===== src/rtl/freq_regulator_gen2.sv =====
// -----------------------------------------------------------------------------
// freq_regulator_gen2
//
// Purpose:
//   Measures the high time of the pulse input psi in clk cycles and compares
//   it with set_period. After each completed measurement the clock-divider
//   value adjusted_div is stepped up or down (or held inside the deadband) to
//   pull the measured period onto the target. Includes min/max saturation,
//   divider preload, lock detection and overrange flagging.
//
// Optional feature (compile-time macro):
//   PROPORTIONAL_STEP_EN - step = max(1, |err| >> STEP_SHIFT), clamped to
//                          WIDTH bits. When undefined, the step is always 1.
//
// Ports:
//   clk           in   1      system clock, all logic on posedge
//   rst_n         in   1      asynchronous active-low reset
//   en            in   1      regulator enable
//   psi           in   1      measured pulse, synchronous to clk
//   set_period    in   WIDTH  target high time in cycles (sampled at fall)
//   div_load      in   1      one-cycle strobe: force adjusted_div
//   div_load_val  in   WIDTH  preload value, clamped to [DIV_MIN,DIV_MAX]
//   adjusted_div  out  WIDTH  divider value for the clock divider
//   div_valid     out  1      1-cycle pulse on every adjusted_div update
//   locked        out  1      regulator on target
//   overrange     out  1      last measurement saturated the duration counter
//
// Handshake: there is no backpressure. div_valid is a single-cycle
// qualifier; adjusted_div is stable and valid whenever div_valid is high and
// holds its value between updates.
// -----------------------------------------------------------------------------
module freq_regulator_gen2 #(
    parameter int WIDTH      = 8,
    parameter int DIV_INIT   = 127,
    parameter int DIV_MIN    = 1,
    parameter int DIV_MAX    = 255,
    parameter int DEADBAND   = 0,
    parameter int LOCK_COUNT = 4,
    parameter int STEP_SHIFT = 2
) (
    input  logic             clk,
    input  logic             rst_n,
    input  logic             en,
    input  logic             psi,
    input  logic [WIDTH-1:0] set_period,
    input  logic             div_load,
    input  logic [WIDTH-1:0] div_load_val,
    output logic [WIDTH-1:0] adjusted_div,
    output logic             div_valid,
    output logic             locked,
    output logic             overrange
);

`ifdef PROPORTIONAL_STEP_EN
    localparam bit L_PROP = 1'b1;
`else
    localparam bit L_PROP = 1'b0;
`endif

    localparam int LCW = $clog2(LOCK_COUNT + 1);

    localparam logic [WIDTH-1:0]        L_INIT_W  = WIDTH'(DIV_INIT);
    localparam logic [WIDTH-1:0]        L_MIN_W   = WIDTH'(DIV_MIN);
    localparam logic [WIDTH-1:0]        L_MAX_W   = WIDTH'(DIV_MAX);
    localparam logic [WIDTH:0]          L_MIN_X   = (WIDTH+1)'(DIV_MIN);
    localparam logic [WIDTH:0]          L_MAX_X   = (WIDTH+1)'(DIV_MAX);
    localparam logic [WIDTH-1:0]        L_DUR_MAX = '1;
    localparam logic [LCW-1:0]          L_LOCK    = LCW'(LOCK_COUNT);
    localparam logic signed [WIDTH+1:0] L_DB_POS  = (WIDTH+2)'(DEADBAND);
    localparam logic signed [WIDTH+1:0] L_DB_NEG  = -((WIDTH+2)'(DEADBAND));

    typedef enum logic [1:0] {
        S_IDLE    = 2'd0,
        S_MEASURE = 2'd1,
        S_UPDATE  = 2'd2
    } state_t;

    state_t                  r_state;
    logic                    r_psi_q;
    logic [WIDTH-1:0]        r_duration;
    logic                    r_ovf;
    logic signed [WIDTH:0]   r_err;
    logic                    r_err_ovf;
    logic [LCW-1:0]          r_lock_cnt;
    logic [WIDTH-1:0]        r_div;
    logic                    r_div_valid;
    logic                    r_locked;
    logic                    r_overrange;

    logic                    w_rise;
    logic                    w_fall;
    logic [WIDTH:0]          w_err_abs;
    logic [WIDTH:0]          w_err_shr;
    logic [WIDTH-1:0]        w_step;
    logic [WIDTH:0]          w_up_sum;
    logic [WIDTH-1:0]        w_up;
    logic [WIDTH:0]          w_dn_lim;
    logic [WIDTH-1:0]        w_dn;
    logic signed [WIDTH+1:0] w_err_ext;
    logic                    w_above;
    logic                    w_below;
    logic [WIDTH-1:0]        w_load_val;
    logic [LCW-1:0]          w_lock_inc;

    assign w_rise = ~r_psi_q & psi;
    assign w_fall = r_psi_q & ~psi;

    // |err| never reaches 2^WIDTH since both operands are WIDTH-bit unsigned.
    assign w_err_abs = r_err[WIDTH] ? WIDTH'(0) - r_err : r_err;
    assign w_err_shr = w_err_abs >> STEP_SHIFT;

    always_comb begin
        w_step = {{(WIDTH-1){1'b0}}, 1'b1};
        if (L_PROP && (w_err_shr != '0)) begin
            w_step = w_err_shr[WIDTH] ? '1 : w_err_shr[WIDTH-1:0];
        end
    end

    // Step arithmetic is carried one bit wider so neither direction wraps.
    assign w_up_sum = {1'b0, r_div} + {1'b0, w_step};
    assign w_up     = (w_up_sum > L_MAX_X) ? L_MAX_W : w_up_sum[WIDTH-1:0];
    assign w_dn_lim = {1'b0, w_step} + L_MIN_X;
    assign w_dn     = ({1'b0, r_div} < w_dn_lim) ? L_MIN_W : r_div - w_step;

    assign w_err_ext = {r_err[WIDTH], r_err};
    assign w_above   = w_err_ext > L_DB_POS;
    assign w_below   = w_err_ext < L_DB_NEG;

    assign w_load_val = (div_load_val < L_MIN_W) ? L_MIN_W :
                        (div_load_val > L_MAX_W) ? L_MAX_W : div_load_val;

    assign w_lock_inc = (r_lock_cnt == L_LOCK) ? r_lock_cnt : r_lock_cnt + 1'b1;

    always_ff @(posedge clk or negedge rst_n) begin
        if (!rst_n) begin
            r_state     <= S_IDLE;
            r_psi_q     <= 1'b0;
            r_duration  <= '0;
            r_ovf       <= 1'b0;
            r_err       <= '0;
            r_err_ovf   <= 1'b0;
            r_lock_cnt  <= '0;
            r_div       <= L_INIT_W;
            r_div_valid <= 1'b0;
            r_locked    <= 1'b0;
            r_overrange <= 1'b0;
        end else begin
            r_psi_q     <= psi;
            r_div_valid <= 1'b0;

            // Duration counter runs on psi alone; the FSM decides whether
            // the result is used.
            if (w_rise) begin
                r_duration <= {{(WIDTH-1){1'b0}}, 1'b1};
                r_ovf      <= 1'b0;
            end else if (psi) begin
                if (r_duration == L_DUR_MAX) begin
                    r_ovf <= 1'b1;
                end else begin
                    r_duration <= r_duration + 1'b1;
                end
            end

            if (div_load) begin
                r_div       <= w_load_val;
                r_div_valid <= 1'b1;
                r_lock_cnt  <= '0;
                r_locked    <= 1'b0;
            end

            case (r_state)
                S_IDLE: begin
                    if (en && w_rise) r_state <= S_MEASURE;
                end
                S_MEASURE: begin
                    if (!en) begin
                        r_state <= S_IDLE;
                    end else if (w_fall) begin
                        r_state   <= S_UPDATE;
                        r_err     <= $signed({1'b0, r_duration}) - $signed({1'b0, set_period});
                        r_err_ovf <= r_ovf;
                    end
                end
                S_UPDATE: begin
                    if (!en) begin
                        r_state <= S_IDLE;
                    end else begin
                        r_state <= w_rise ? S_MEASURE : S_IDLE;
                        // A simultaneous preload discards this measurement.
                        if (!div_load) begin
                            r_div_valid <= 1'b1;
                            r_overrange <= r_err_ovf;
                            if (r_err_ovf || w_above) begin
                                r_div      <= w_up;
                                r_lock_cnt <= '0;
                                r_locked   <= 1'b0;
                            end else if (w_below) begin
                                r_div      <= w_dn;
                                r_lock_cnt <= '0;
                                r_locked   <= 1'b0;
                            end else begin
                                r_lock_cnt <= w_lock_inc;
                                r_locked   <= (w_lock_inc == L_LOCK);
                            end
                        end
                    end
                end
                default: r_state <= S_IDLE;
            endcase
        end
    end

    assign adjusted_div = r_div;
    assign div_valid    = r_div_valid;
    assign locked       = r_locked;
    assign overrange    = r_overrange;

endmodule


===== config.mk =====
export PLATFORM = sky130hd
export DESIGN_NAME = freq_regulator_gen2
export DESIGN_NICKNAME = d
export VERILOG_FILES = /design/src/rtl/freq_regulator_gen2.sv
export SDC_FILE = /design/constraint.sdc
export NUM_CORES = 1
export LEC_CHECK = 0
export CAP_MARGIN = 0
export CELL_PAD_IN_SITES_DETAIL_PLACEMENT = 0
export CELL_PAD_IN_SITES_GLOBAL_PLACEMENT = 1
export CORE_MARGIN = 10
export CORE_UTILIZATION = 42
export CTS_BUF_LIST = sky130_fd_sc_hd__clkbuf_16
export CTS_CLUSTER_DIAMETER = 30
export DETAILED_ROUTE_END_ITERATION = 8
export HOLD_SLACK_MARGIN = 0.06
export PLACE_DENSITY = 0.84
export SLEW_MARGIN = 20
export SYNTH_ARGS = -nofsm -noshare
export SYNTH_HDL_FRONTEND = slang
export SYNTH_SLANG_ARGS = --single-unit

===== constraint.sdc =====
create_clock -name clk -period 2.3 [get_ports clk]
set_input_delay 0.46 -clock clk [delete_from_list [all_inputs] [get_ports clk]]
set_output_delay 0.46 -clock clk [all_outputs]
set_load 0.02 [all_outputs]

==> impl_results.md <==
- Final Util: between 50% and 60%
- Post-DR wirelength/cell: approximately 16 um
- Vias in the first global route: roughly 2200
- First-pass GRT wire length: between 10000 and 15000 um
- # rows: 27
- Required @ worst endpoint: roughly 2.5 ns
- Share of layout cells above drive strength 1: between 10% and 20%
- Crit path kind: flop to flop
- Max-cap viol count: 0
- Syn. warnings: 0
- Synthesized area per cell: roughly 9 um^2
- Top-count cell post-synth: dfrtp_1
- Clock Sinks: 36
- Cells after Synth: ~280
- CTS Root Cell: clkbuf_16
- Status: complete, no violations
- Die Wd: about 97 um
- Finished Layout Cells: 395
- I/O pins: 32
- Pwr Density: between 600 and 700 nW/um^2
- Overall Power: roughly 2200 uW
- EDFF count, synth: 0
- CTS Buf Count: 5
- Commonest cells post-synth: dfrtp_1, o21ai_0, nor2_1, nand2_1, inv_1
- Via Count: between 2000 and 2500
- CP Launch Type: flop
- # fillers: ~530
- Crit path DAT: approximately 2.3 ns
- Highest routed metal layer: met4
- Ranking of synthesized cells by area: dfrtp_1, dfstp_2, ha_1
- Core area: between 5000 and 6000 um^2
- Die area: about 9400 um^2
- Fin. max-slew vios: 0
- Fin area: ~3100 um^2
- Pin count of the biggest net entering global routing: 37
- Cell variety after synth: 53
- Top-area cell type share of the netlist area: around 29%
- Residual DRC: 0
- Register area: 910 um^2
- Area Growth Syn to Fin: 25.3%
- Final Hold Viols: 0
- Avg Vias per Cell: roughly 5.7
- Placed instance area: 2970 um^2
- Fmax: 0.464 GHz
- Congestion Overflow GR: 0
- Synth area leader: dfrtp_1
- CTS tree: yes
- Setup crit end kind: flop
- Critical Path Fanout Max: 7
- DR pass1 iterations: 5
- Port Buffer Count: 31
- Hpwl dp: 4570 um
- H-Tree Depth: 2
- Post-Syn Area: roughly 2500 um^2
- Initial antenna violation count: 0
- Placed Cells: between 300 and 400
- Diodes inserted: 0
- Actual slew at the worst max-slew pin: 0.817 ns
- Worst-Skew Late Latency: ~0.28 ns
- Initial Util: roughly 44%
- Leakage: 0.00138 uW
- VDD IR max: between 0.3 and 0.4 mV
- Combined area of the multi-input logic cells: 1470 um^2
- Crit path time final: ~2.2 ns
- CTS clock-pin slew for the worst setup and hold paths: around 0.060 ns
- Hold buffer count at cts: 0
- Routability cong.: 0.857
- Total Routing Usage GR: between 10% and 20%
- Synthesized flop and latch total: 36
- Post-Syn Nets: between 300 and 400
- Met1 wire length: between 3000 and 4000 um
- Total detailed-routing wirelength: around 6200 um
- Worst-case clock buffer depth: 2
- Hold WC Path Type: input pin to asynchronous set/reset pin
- Final setup violation count: 0
- Final period util: between 90% and 100%
- Nets@finish: approximately 360
- Die Ht: 97.0 um
- Met3 WL post-DR: around 270 um
- DRT iter0 DRCs: approximately 120
- Met2 wire length: 2790 um
- Top_reg_cell synth: dfrtp_1
- Antenna Nets Post-Route: 0
- Skew final: between 0.008 and 0.009 ns
- Sequential area share after synthesis: a little over a third
- Ys async rst share: 100%
- Slew HR: 45.5%
- RSZ-0062 raised after global routing: no
- Post-CTS setup buffers: 0
cells by family (layout without fill, tap and decap cells):
kind of cell,count (synthesis),in the layout,share of synthesized area [%]
muxes,7,7,2.82
and+or+nand+nor,102,102,22.0
DFF,36,36,36.6
xor gates and xnor gates,15,15,5.28
buffers and inverters,27,74,4.52
AOI/OAI and AO/OA,74,74,21.0
adders and majority gates,15,15,7.84
state kept, by name, indices dropped and copies added (netlist names):
register	flops
r_err	9
r_err_ovf	1
r_duration	8
div_valid	1
locked	1
adjusted_div	8
r_psi_q	1
r_state	2
r_lock_cnt	3
r_ovf	1
overrange	1
through the flow:
| stage | TNS, ns | hold WS [ns] | worst slack (ns) |
|---|---|---|---|
| 2_1_floorplan | 0 | 0.164 | 0.360 |
| 3_3_place_gp | -0.0331 | 0.464 | -0.0270 |
| 3_5_place_dp | -0.216 | 0.466 | -0.143 |
| 4_1_cts | 0 | 0.304 | 0.124 |
| 5_1_grt | 0 | 0.343 | 0.0911 |
| 6_report | 0 | 0.269 | 0.144 |
layout by cell type, fill, tap and decap left out, types with 7 or more instances in the layout:
cell	n
dfstp_2	7
inv_1	18
nor2_1	21
clkdlybuf4s50_1	30
ha_1	14
o21ai_0	22
buf_4	18
nand3_1	11
nand2_1	19
o21a_1	7
dfrtp_1	29
xor2_1	10
nor3_1	8
a21oi_1	10
mux2i_1	7
layer usage:
metal	up-vias	track usage (%)
li1	1109	-
met1	1078	17.3
met5	-	0
met2	43	20.3
met4	0	4.28
met3	10	3.19
timing repair:
| action | in CTS | in global routing |
|---|---|---|
| endpoints found under the setup margin | 0 | 1 |
| resized for setup | 0 | 1 |
| hold endpoints to repair | 0 | 0 |
where the power goes:
| part | internal (uW) | switching (uW) |
|---|---|---|
| Clock | 395 | 260 |
| Combinational | 329 | 333 |
| Sequential | 731 | 116 |
| Total | 1450 | 709 |
layout make-up:
| class | count | share of cell area, % |
|---|---|---|
| clock buffer | 5 | 4.01 |
| clock inverter | 3 | 0.521 |
| inverter | 17 | 2.05 |
| multi-input combinational | 213 | 47.3 |
| sequential | 36 | 29.2 |
| tap | 72 | 2.89 |
| timing repair buffer | 49 | 14.1 |
path summary, 6_finish.rpt:
kind | to | slack (ns) | cells after the start | start
max | adjusted_div[0] | 0.14 | 7 | adjusted_div[0]
min | r_duration[2] | 0.27 | 1 | rst_n
max reg2reg | adjusted_div[0] | 0.14 | 7 | adjusted_div[0]
min reg2reg | r_err[0] | 0.48 | 2 | r_err[0]
max in group asynchronous | r_err[1] | 1.51 | 1 | rst_n
min in group clk | r_err[0] | 0.48 | 2 | r_err[0]
worst max-delay path, stage by stage (launching register included):
cell and delay (ns):
dfstp_2 0.61, inv_1 0.12, ha_1 0.33, nor4bb_1 0.33
nand3_1 0.13, nand3_1 0.11, o21ai_0 0.10, a221oi_1 0.32
Note: power is estimated with default switching activity, not from simulation.
